## config.mk

```make
export PLATFORM = sky130hd
export DESIGN_NAME = mips_cpu_wb_queue
export DESIGN_NICKNAME = d
export VERILOG_FILES = /design/src/rtl/mips_cpu_wb_queue.sv
export SDC_FILE = /design/constraint.sdc
export NUM_CORES = 1
export LEC_CHECK = 0
export ABC_AREA = 1
export CAP_MARGIN = 15
export CORE_ASPECT_RATIO = 1.75
export CORE_MARGIN = 4
export CORE_UTILIZATION = 55
export DETAILED_ROUTE_END_ITERATION = 7
export PLACE_DENSITY = 0.8
export SLEW_MARGIN = 20
export SYNTH_ARGS = -nofsm -noshare
export SYNTH_HDL_FRONTEND = slang
export SYNTH_SLANG_ARGS = --single-unit
export TNS_END_PERCENT = 50
```

## constraint.sdc

```tcl
create_clock -name clk -period 10.5 [get_ports clk]
set_clock_uncertainty 0.2 [all_clocks]
set_input_delay 1.575 -clock clk [delete_from_list [all_inputs] [get_ports clk]]
set_output_delay 1.575 -clock clk [all_outputs]
set_load 0.005 [all_outputs]
```

## src/rtl/mips_cpu_wb_queue.sv

```systemverilog
// mips_cpu_wb_queue
//
// Writeback queue in front of the register file's single write port. Results from the load
// unit (mem_*) and the ALU (alu_*) are buffered in acceptance order and drained one per cycle
// through a registered output stage onto write_index/write_enable/write_data. A pending-
// destination scoreboard (busy_rs/busy_rt) lets decode stall on RAW hazards.
//
// Optional feature: define MIPS_CPU_WB_QUEUE_FWD_EN to add fwd_rs_*/fwd_rt_* ports, which return
// the youngest pending data for the queried register.
//
// Ports:
//   clk, reset               clock; asynchronous active-high reset
//   mem_valid/index/data     load result in; mem_ready out
//   alu_valid/index/data     ALU result in; alu_ready out
//   write_index/enable/data  register file write port
//   query_rs, query_rt       decode source indices
//   busy_rs, busy_rt         a pending write targets the queried index
//   count                    occupied queue entries (output register excluded)
//   fwd_r{s,t}_valid/data    forwarding hit and data (only with MIPS_CPU_WB_QUEUE_FWD_EN)

module mips_cpu_wb_queue #(
    parameter int unsigned DEPTH = 4
) (
    input  logic                    clk,
    input  logic                    reset,
    input  logic                    mem_valid,
    input  logic [4:0]              mem_index,
    input  logic [31:0]             mem_data,
    output logic                    mem_ready,
    input  logic                    alu_valid,
    input  logic [4:0]              alu_index,
    input  logic [31:0]             alu_data,
    output logic                    alu_ready,
    output logic [4:0]              write_index,
    output logic                    write_enable,
    output logic [31:0]             write_data,
    input  logic [4:0]              query_rs,
    input  logic [4:0]              query_rt,
    output logic                    busy_rs,
    output logic                    busy_rt,
`ifdef MIPS_CPU_WB_QUEUE_FWD_EN
    output logic                    fwd_rs_valid,
    output logic                    fwd_rt_valid,
    output logic [31:0]             fwd_rs_data,
    output logic [31:0]             fwd_rt_data,
`endif
    output logic [$clog2(DEPTH):0]  count
);

    localparam int unsigned PtrW = $clog2(DEPTH);
    localparam int unsigned CntW = PtrW + 1;
    localparam logic [CntW-1:0] DepthCnt = CntW'(DEPTH);

    // Pointers carry one extra wrap bit so full and empty differ.
    logic [CntW-1:0]  head_q, head_d;
    logic [CntW-1:0]  tail_q, tail_d;
    logic [DEPTH-1:0] valid_q, valid_d;
    logic [4:0]       idx_q  [DEPTH];
    logic [31:0]      data_q [DEPTH];

    logic             out_valid_q;
    logic [4:0]       out_index_q;
    logic [31:0]      out_data_q;

    logic [CntW-1:0]  free;
    logic             mem_push;
    logic             alu_push;
    logic             pop;
    logic [PtrW-1:0]  head_slot;
    logic [PtrW-1:0]  mem_slot;
    logic [PtrW-1:0]  alu_slot;

    // ------------------------------------------------------------------------------------------
    // Acceptance
    // ------------------------------------------------------------------------------------------
    assign count = tail_q - head_q;
    assign free  = DepthCnt - count;

    // Readies look only at the occupancy before this edge; the same-cycle pop is ignored so the
    // ready paths stay short. The ALU gives way to the load unit when only one slot is left.
    assign mem_ready = (free != '0);
    assign alu_ready = (free >= CntW'(2)) || ((free != '0) && !mem_valid);

    // Writes to r0 complete the handshake but are dropped here.
    assign mem_push = mem_valid && mem_ready && (mem_index != 5'd0);
    assign alu_push = alu_valid && alu_ready && (alu_index != 5'd0);
    assign pop      = (count != '0);

    assign head_slot = head_q[PtrW-1:0];
    assign mem_slot  = tail_q[PtrW-1:0];
    // The load entry is placed ahead of the ALU entry when both arrive together.
    assign alu_slot  = tail_q[PtrW-1:0] + PtrW'(mem_push);

    always_comb begin
        valid_d = valid_q;
        if (pop) begin
            valid_d[head_slot] = 1'b0;
        end
        if (mem_push) begin
            valid_d[mem_slot] = 1'b1;
        end
        if (alu_push) begin
            valid_d[alu_slot] = 1'b1;
        end
        head_d = head_q + CntW'(pop);
        tail_d = tail_q + CntW'(mem_push) + CntW'(alu_push);
    end

    // ------------------------------------------------------------------------------------------
    // State
    // ------------------------------------------------------------------------------------------
    always_ff @(posedge clk or posedge reset) begin
        if (reset) begin
            head_q      <= '0;
            tail_q      <= '0;
            valid_q     <= '0;
            out_valid_q <= 1'b0;
            out_index_q <= 5'd0;
            out_data_q  <= 32'd0;
        end else begin
            head_q      <= head_d;
            tail_q      <= tail_d;
            valid_q     <= valid_d;
            out_valid_q <= pop;
            if (pop) begin
                out_index_q <= idx_q[head_slot];
                out_data_q  <= data_q[head_slot];
            end
        end
    end

    // Payload storage needs no reset: an entry is only read while its valid bit is set.
    always_ff @(posedge clk) begin
        if (mem_push) begin
            idx_q[mem_slot]  <= mem_index;
            data_q[mem_slot] <= mem_data;
        end
        if (alu_push) begin
            idx_q[alu_slot]  <= alu_index;
            data_q[alu_slot] <= alu_data;
        end
    end

    assign write_enable = out_valid_q;
    assign write_index  = out_index_q;
    assign write_data   = out_data_q;

    // ------------------------------------------------------------------------------------------
    // Pending-destination scoreboard
    // ------------------------------------------------------------------------------------------
    always_comb begin
        busy_rs = out_valid_q && (out_index_q == query_rs);
        busy_rt = out_valid_q && (out_index_q == query_rt);
        for (int i = 0; i < int'(DEPTH); i++) begin
            if (valid_q[i] && (idx_q[i] == query_rs)) begin
                busy_rs = 1'b1;
            end
            if (valid_q[i] && (idx_q[i] == query_rt)) begin
                busy_rt = 1'b1;
            end
        end
        if (query_rs == 5'd0) begin
            busy_rs = 1'b0;
        end
        if (query_rt == 5'd0) begin
            busy_rt = 1'b0;
        end
    end

`ifdef MIPS_CPU_WB_QUEUE_FWD_EN
    // ------------------------------------------------------------------------------------------
    // Forwarding: walk entries oldest to newest so the youngest match wins; the output
    // register is older than every queued entry and has lowest priority.
    // ------------------------------------------------------------------------------------------
    logic [PtrW-1:0] fwd_slot;
    logic [31:0]     rs_data;
    logic [31:0]     rt_data;

    always_comb begin
        fwd_slot = '0;
        rs_data  = 32'd0;
        rt_data  = 32'd0;
        if (out_valid_q && (out_index_q == query_rs)) begin
            rs_data = out_data_q;
        end
        if (out_valid_q && (out_index_q == query_rt)) begin
            rt_data = out_data_q;
        end
        for (int k = 0; k < int'(DEPTH); k++) begin
            fwd_slot = head_slot + PtrW'(k);
            if (valid_q[fwd_slot] && (idx_q[fwd_slot] == query_rs)) begin
                rs_data = data_q[fwd_slot];
            end
            if (valid_q[fwd_slot] && (idx_q[fwd_slot] == query_rt)) begin
                rt_data = data_q[fwd_slot];
            end
        end
    end

    assign fwd_rs_valid = busy_rs;
    assign fwd_rt_valid = busy_rt;
    assign fwd_rs_data  = busy_rs ? rs_data : 32'd0;
    assign fwd_rt_data  = busy_rt ? rt_data : 32'd0;
`endif

endmodule
```

== After elaboration in Yosys (flattened, before gate mapping) ==
Memories as Yosys holds them, arrays and structs flattened. A register that Yosys moved wholly into a read port is not among the register bits.
Index checks and enable logic that the tools add are counted.

* Add/sub/neg operators: 6
* Order comparisons: 7
* Equal/unequal tests: 10
* Mux-type cells: 23
* Bitwise logic cells: 4
* Reduce and logical (&&, ||, !) cells: 26

{| class="wikitable"
|+ Operators by type and width
! kind !! count
|-
| 5-bit equality test || 10
|-
| 1-bit logical AND || 18
|-
| 1-bit two-way mux || 17
|-
| 4-bit two-way mux || 3
|-
| 5-bit logical NOT || 2
|-
| 5-bit nonzero test || 2
|-
| 3-bit by 1-bit adder with 3-bit output || 3
|-
| 2-bit by 3-bit less-than comparator with 1-bit output, second input constant || 3
|-
| 4-bit OR || 2
|-
| 1-bit demux with 2-bit select || 3
|-
| 2-bit by 1-bit >= comparator with 1-bit output, second input constant || 3
|-
| 3-bit nonzero test || 2
|-
| 4-bit bitwise AND || 1
|-
| 4-bit inverter || 1
|-
| 3-bit by 2-bit >= comparator with 1-bit output, second input constant || 1
|-
| 3-bit subtractor || 1
|-
| 3-bit subtractor, first input constant || 1
|-
| 2-bit by 1-bit adder with 2-bit output || 1
|-
| 1-bit logical NOT || 1
|-
| 1-bit logical OR || 1
|}

* Register bits: 11
* Memory bits (writable): 148
* Input bits: 88
* Output and inout bits: 45
* Word-level logic and storage cells: 82
* Memories kept: 2

{| class="wikitable"
|+ Memory list
! memory !! depth !! bits a word !! read ports !! clocked after Yosys merged registers in !! write ports !! RTL line !! RTL
|-
| data_q || 4 || 32 || 1 || 1 || 2 || 59 || <nowiki>logic [31:0] data_q [DEPTH];</nowiki>
|-
| idx_q || 4 || 5 || 5 || 1 || 2 || 58 || <nowiki>logic [4:0] idx_q [DEPTH];</nowiki>
|}

== Depth between registers and ports, before layout ==
* Word-level depth: 12
* Depth in mapped cells: 17
* Depth with buffers taken out: 15

== Worst setup path before layout ==
OpenSTA, ideal clock, no wires.

* Path kind: in2reg
* From: input mem_index[3]
* To: memory data_q[2][0] (enable)
* Data arrival time: 3.717 ns
* Data required time: 9.789 ns
* Setup slack: 6.072 ns
* Cell stages on the path: 10
* Buffers on the path: 2
* Path through: nor3_1 -> nand2_1 -> nand3_1 -> inv_1 -> ha_1 -> bufinv_8 -> nand3_2 -> buf_2 -> buf_2 -> nand2_1

{| class="wikitable"
|+ RTL lines
! element !! RTL line !! RTL
|-
| start, declared || 27 || <nowiki>input logic [4:0] mem_index,</nowiki>
|-
| end, declared || 59 ||
|}

==> flow_metrics.tcl <==
set metrics [dict create \
    arrival_ns 5.41 \
    ios 133 \
    synth_top_area_share_pct 43.9 \
    synth.avg_cell_area_um2 8.41 \
    first_global_vias 8915 \
    clk_path_buf_depth 2 \
    die-area_um2 20700 \
    whs_ns 0.281 \
    synth_xor_area_share_pct 1.05 \
    n_antenna_cell 0 \
    timing.slew.headroom_pct 21.9 \
    placed_cells 1526 \
    vdd_drop_max_mv 0.261 \
    worstSetupStartpoint "mem_index[2]" \
    pre_cts_slack_ns 4.60 \
    htreeDepth 4 \
    finalInstanceArea_um2 12100 \
    hold_viol_final 0 \
    yosys_register_bits 196 \
    mostFrequentLayoutCells "696 x nand2_1, 148 x edfxtp_1, 132 x clkdlybuf4s50_1" \
    synth_seq_area_share_pct 55.8 \
    power.density_nw_per_um2 377 \
    r2r_slack_ns 5.02 \
    die_y_um 187 \
    clkTransAtPathRegs_ns 0.07 \
    hp-class "reg2reg" \
    clock_sinks 196 \
    ctsResizeCount 0 \
    endpoint "data_q[2][16]$_DFFE_PP_" \
    worstMarginPinSlew_ns 1.17 \
    utilization_pct 67.1 \
    core_area_um2 18100 \
    maxSlewViolCount 0 \
    port_buffers 132 \
    layout-area-overhead-vs-synth_pct 19.7 \
    grt.total_usage_pct 28.0 \
    post-route-period-util_pct 52.8 \
    power_mw 4.56 \
    cts_tree "yes" \
    drc 0 \
    status "finished, final reports clean" \
    vias 8759 \
    fin_setup_tns_ns 0 \
    yosys_warnings 0 \
    final_nets 1410 \
    routedWlPerCell_um 18.4 \
    wl_um 28700 \
    synth_compound_area_share_pct 4.67 \
    synthMuxAreaShare_pct 0 \
    drive_gt1_share_pct 4.61 \
    maxCapViolCount 0 \
    via_per_inst 5.62 \
    initial_core_util_pct 56.1 \
    holdBufCountCts 0 \
    critPathKind "in2reg" \
    crit_fanout 39 \
    final_antenna_net_count 0 \
    synth_top_family_by_area "simple AND/OR/NAND/NOR gates" \
    synthSimpleGateAreaFrac_pct 31.8 \
    grt_pass1_wl_um 45400 \
    cp-end-kind "flip-flop" \
    hpwl_um 18700 \
    syn-num-nets 1303 \
    fmax_mhz 180 \
    synthTopCellsByArea "edfxtp_1 44%, nand2_1 26%, dfrtp_1 12%, nor2_1 2.4%, a41oi_1 1.7%" \
    regToRegStartpoint "tail_q[0]$_DFF_PP0_" \
    placed_area_um2 11500 \
    clk_latency_ns 0.44 \
    p_leak_nw 5.39 \
    synthesis.area_um2 10100 \
    overflow 0 \
    grt_max_degree 49 \
    post_cts.repair.setup_buffers 0 \
    die_w_um 111 \
    root_buffer "clkbuf_16" \
    period_needed_ns 5.55 \
    antenna_found_initial 0 \
    drtPass1Iterations 5 \
    cts_made_buffers 17 \
    globalplace.congestion 0.941 \
    num_rows 65 \
    synth_fa_ha_area_share_pct 1.51 \
    setup_slack_ns 4.95 \
    postSynthCellCount 1204 \
    synth_cell_type_count 31 \
    cp.required_ns 10.36 \
    rsz0062_at_grt "false" \
    first_iter_violations 744 \
    timing.rr.end "data_q[2][16]$_DFFE_PP_" \
    reg2regPathDepth 13 \
    start_kind "input pin" \
    synth_top_area_cell "edfxtp_1" \
    setup-violations-final 0 \
    layout_commonest_cell "nand2_1" \
    fin_cells 1558 \
]
## cells in the mapped netlist
library cell  count
fa_1              2
clkbuf_1         28
or2_1             1
bufinv_8          1
xnor2_4           1
inv_1            45
buf_1             3
nor2_1           64
xor2_1            9
buf_2             6
nand3_2           4
nand3_1          23
nor3_1            5
nand3_4           1
o21ai_0          22
buf_6            15
dfrtp_1          48
o22ai_1           1
ha_1              9
nor3_4            4
nand4_1          14
nand2_1         700
inv_6             1
a31oi_1           1
inv_4             1
edfxtp_1        148
a21oi_1           5
a22oi_1          20
inv_2             1
clkinv_1          1
a41oi_1          20
## power by group
group          switching (mW)  internal (mW)  total (mW)  leakage, nW
clock                   0.304          0.358       0.662        0.294
sequential              0.206           1.49        1.70         1.95
combinational            1.47          0.738        2.21         3.15
## worst min path at each step
| stage | end | slack (ns) | from | cells past startpoint |
|---|---|---|---|---|
| 4_1_cts | write_data[5]$_DFFE_PP0N_ | 0.28 | write_data[5]$_DFFE_PP0N_ | 2 |
| 3_5_place_dp | write_data[5]$_DFFE_PP0N_ | 0.26 | write_data[5]$_DFFE_PP0N_ | 2 |
| 3_3_place_gp | write_data[21]$_DFFE_PP0N_ | 0.26 | write_data[21]$_DFFE_PP0N_ | 2 |
| 5_1_grt | tail_q[2]$_DFF_PP0_ | 0.30 | tail_q[2]$_DFF_PP0_ | 1 |
| 2_1_floorplan | head_q[2]$_DFF_PP0_ | 0.26 | head_q[2]$_DFF_PP0_ | 1 |
| 6_report | write_data[20]$_DFFE_PP0N_ | 0.28 | write_data[20]$_DFFE_PP0N_ | 2 |
## sequential cells by signal (all words and copies together) (netlist names)
| register | cells |
|---|---|
| data_q | 128 |
| head_q | 3 |
| idx_q | 20 |
| tail_q | 3 |
| valid_q | 4 |
| write_data | 32 |
| write_enable | 1 |
| write_index | 5 |
## critical path: stages
cell             delay, ns
clkdlybuf4s50_1       0.52
nor3_1                0.21
nand2_1               0.10
nand3_1               0.08
inv_1                 0.12
ha_1                  0.43
bufinv_8              0.26
nand3_2               0.83
nand2_2               1.28
## layer usage
layer	up-vias	routed length [um]	GRT usage, %
li1	4116	-	-
met1	4081	9970	31.3
met2	450	15300	50.6
met3	112	1910	3.94
met4	0	1520	15.8
met5	-	0	0
## kinds of logic (layout without fill, tap and decap cells)
logic type,count (synthesis),after routing
flip-flops,196,196
buffers and inverters,102,222
AND/OR/NAND/NOR,816,816
XOR/XNOR,10,10
adder cells (fa/ha/maj),11,11
AO/OA/AOI/OAI,69,69
## cell type report
cell class / count / area [um^2]
Clock inverter: 15 / 170
Timing Repair Buffer: 140 / 1380
Fill cell: 1475 / 5940
Clock buffer: 17 / 425
Sequential cell: 196 / 5650
Inverter: 50 / 209
Tap cell: 234 / 293
Multi-Input combinational cell: 906 / 3990
(Power assumes the default switching activity.)
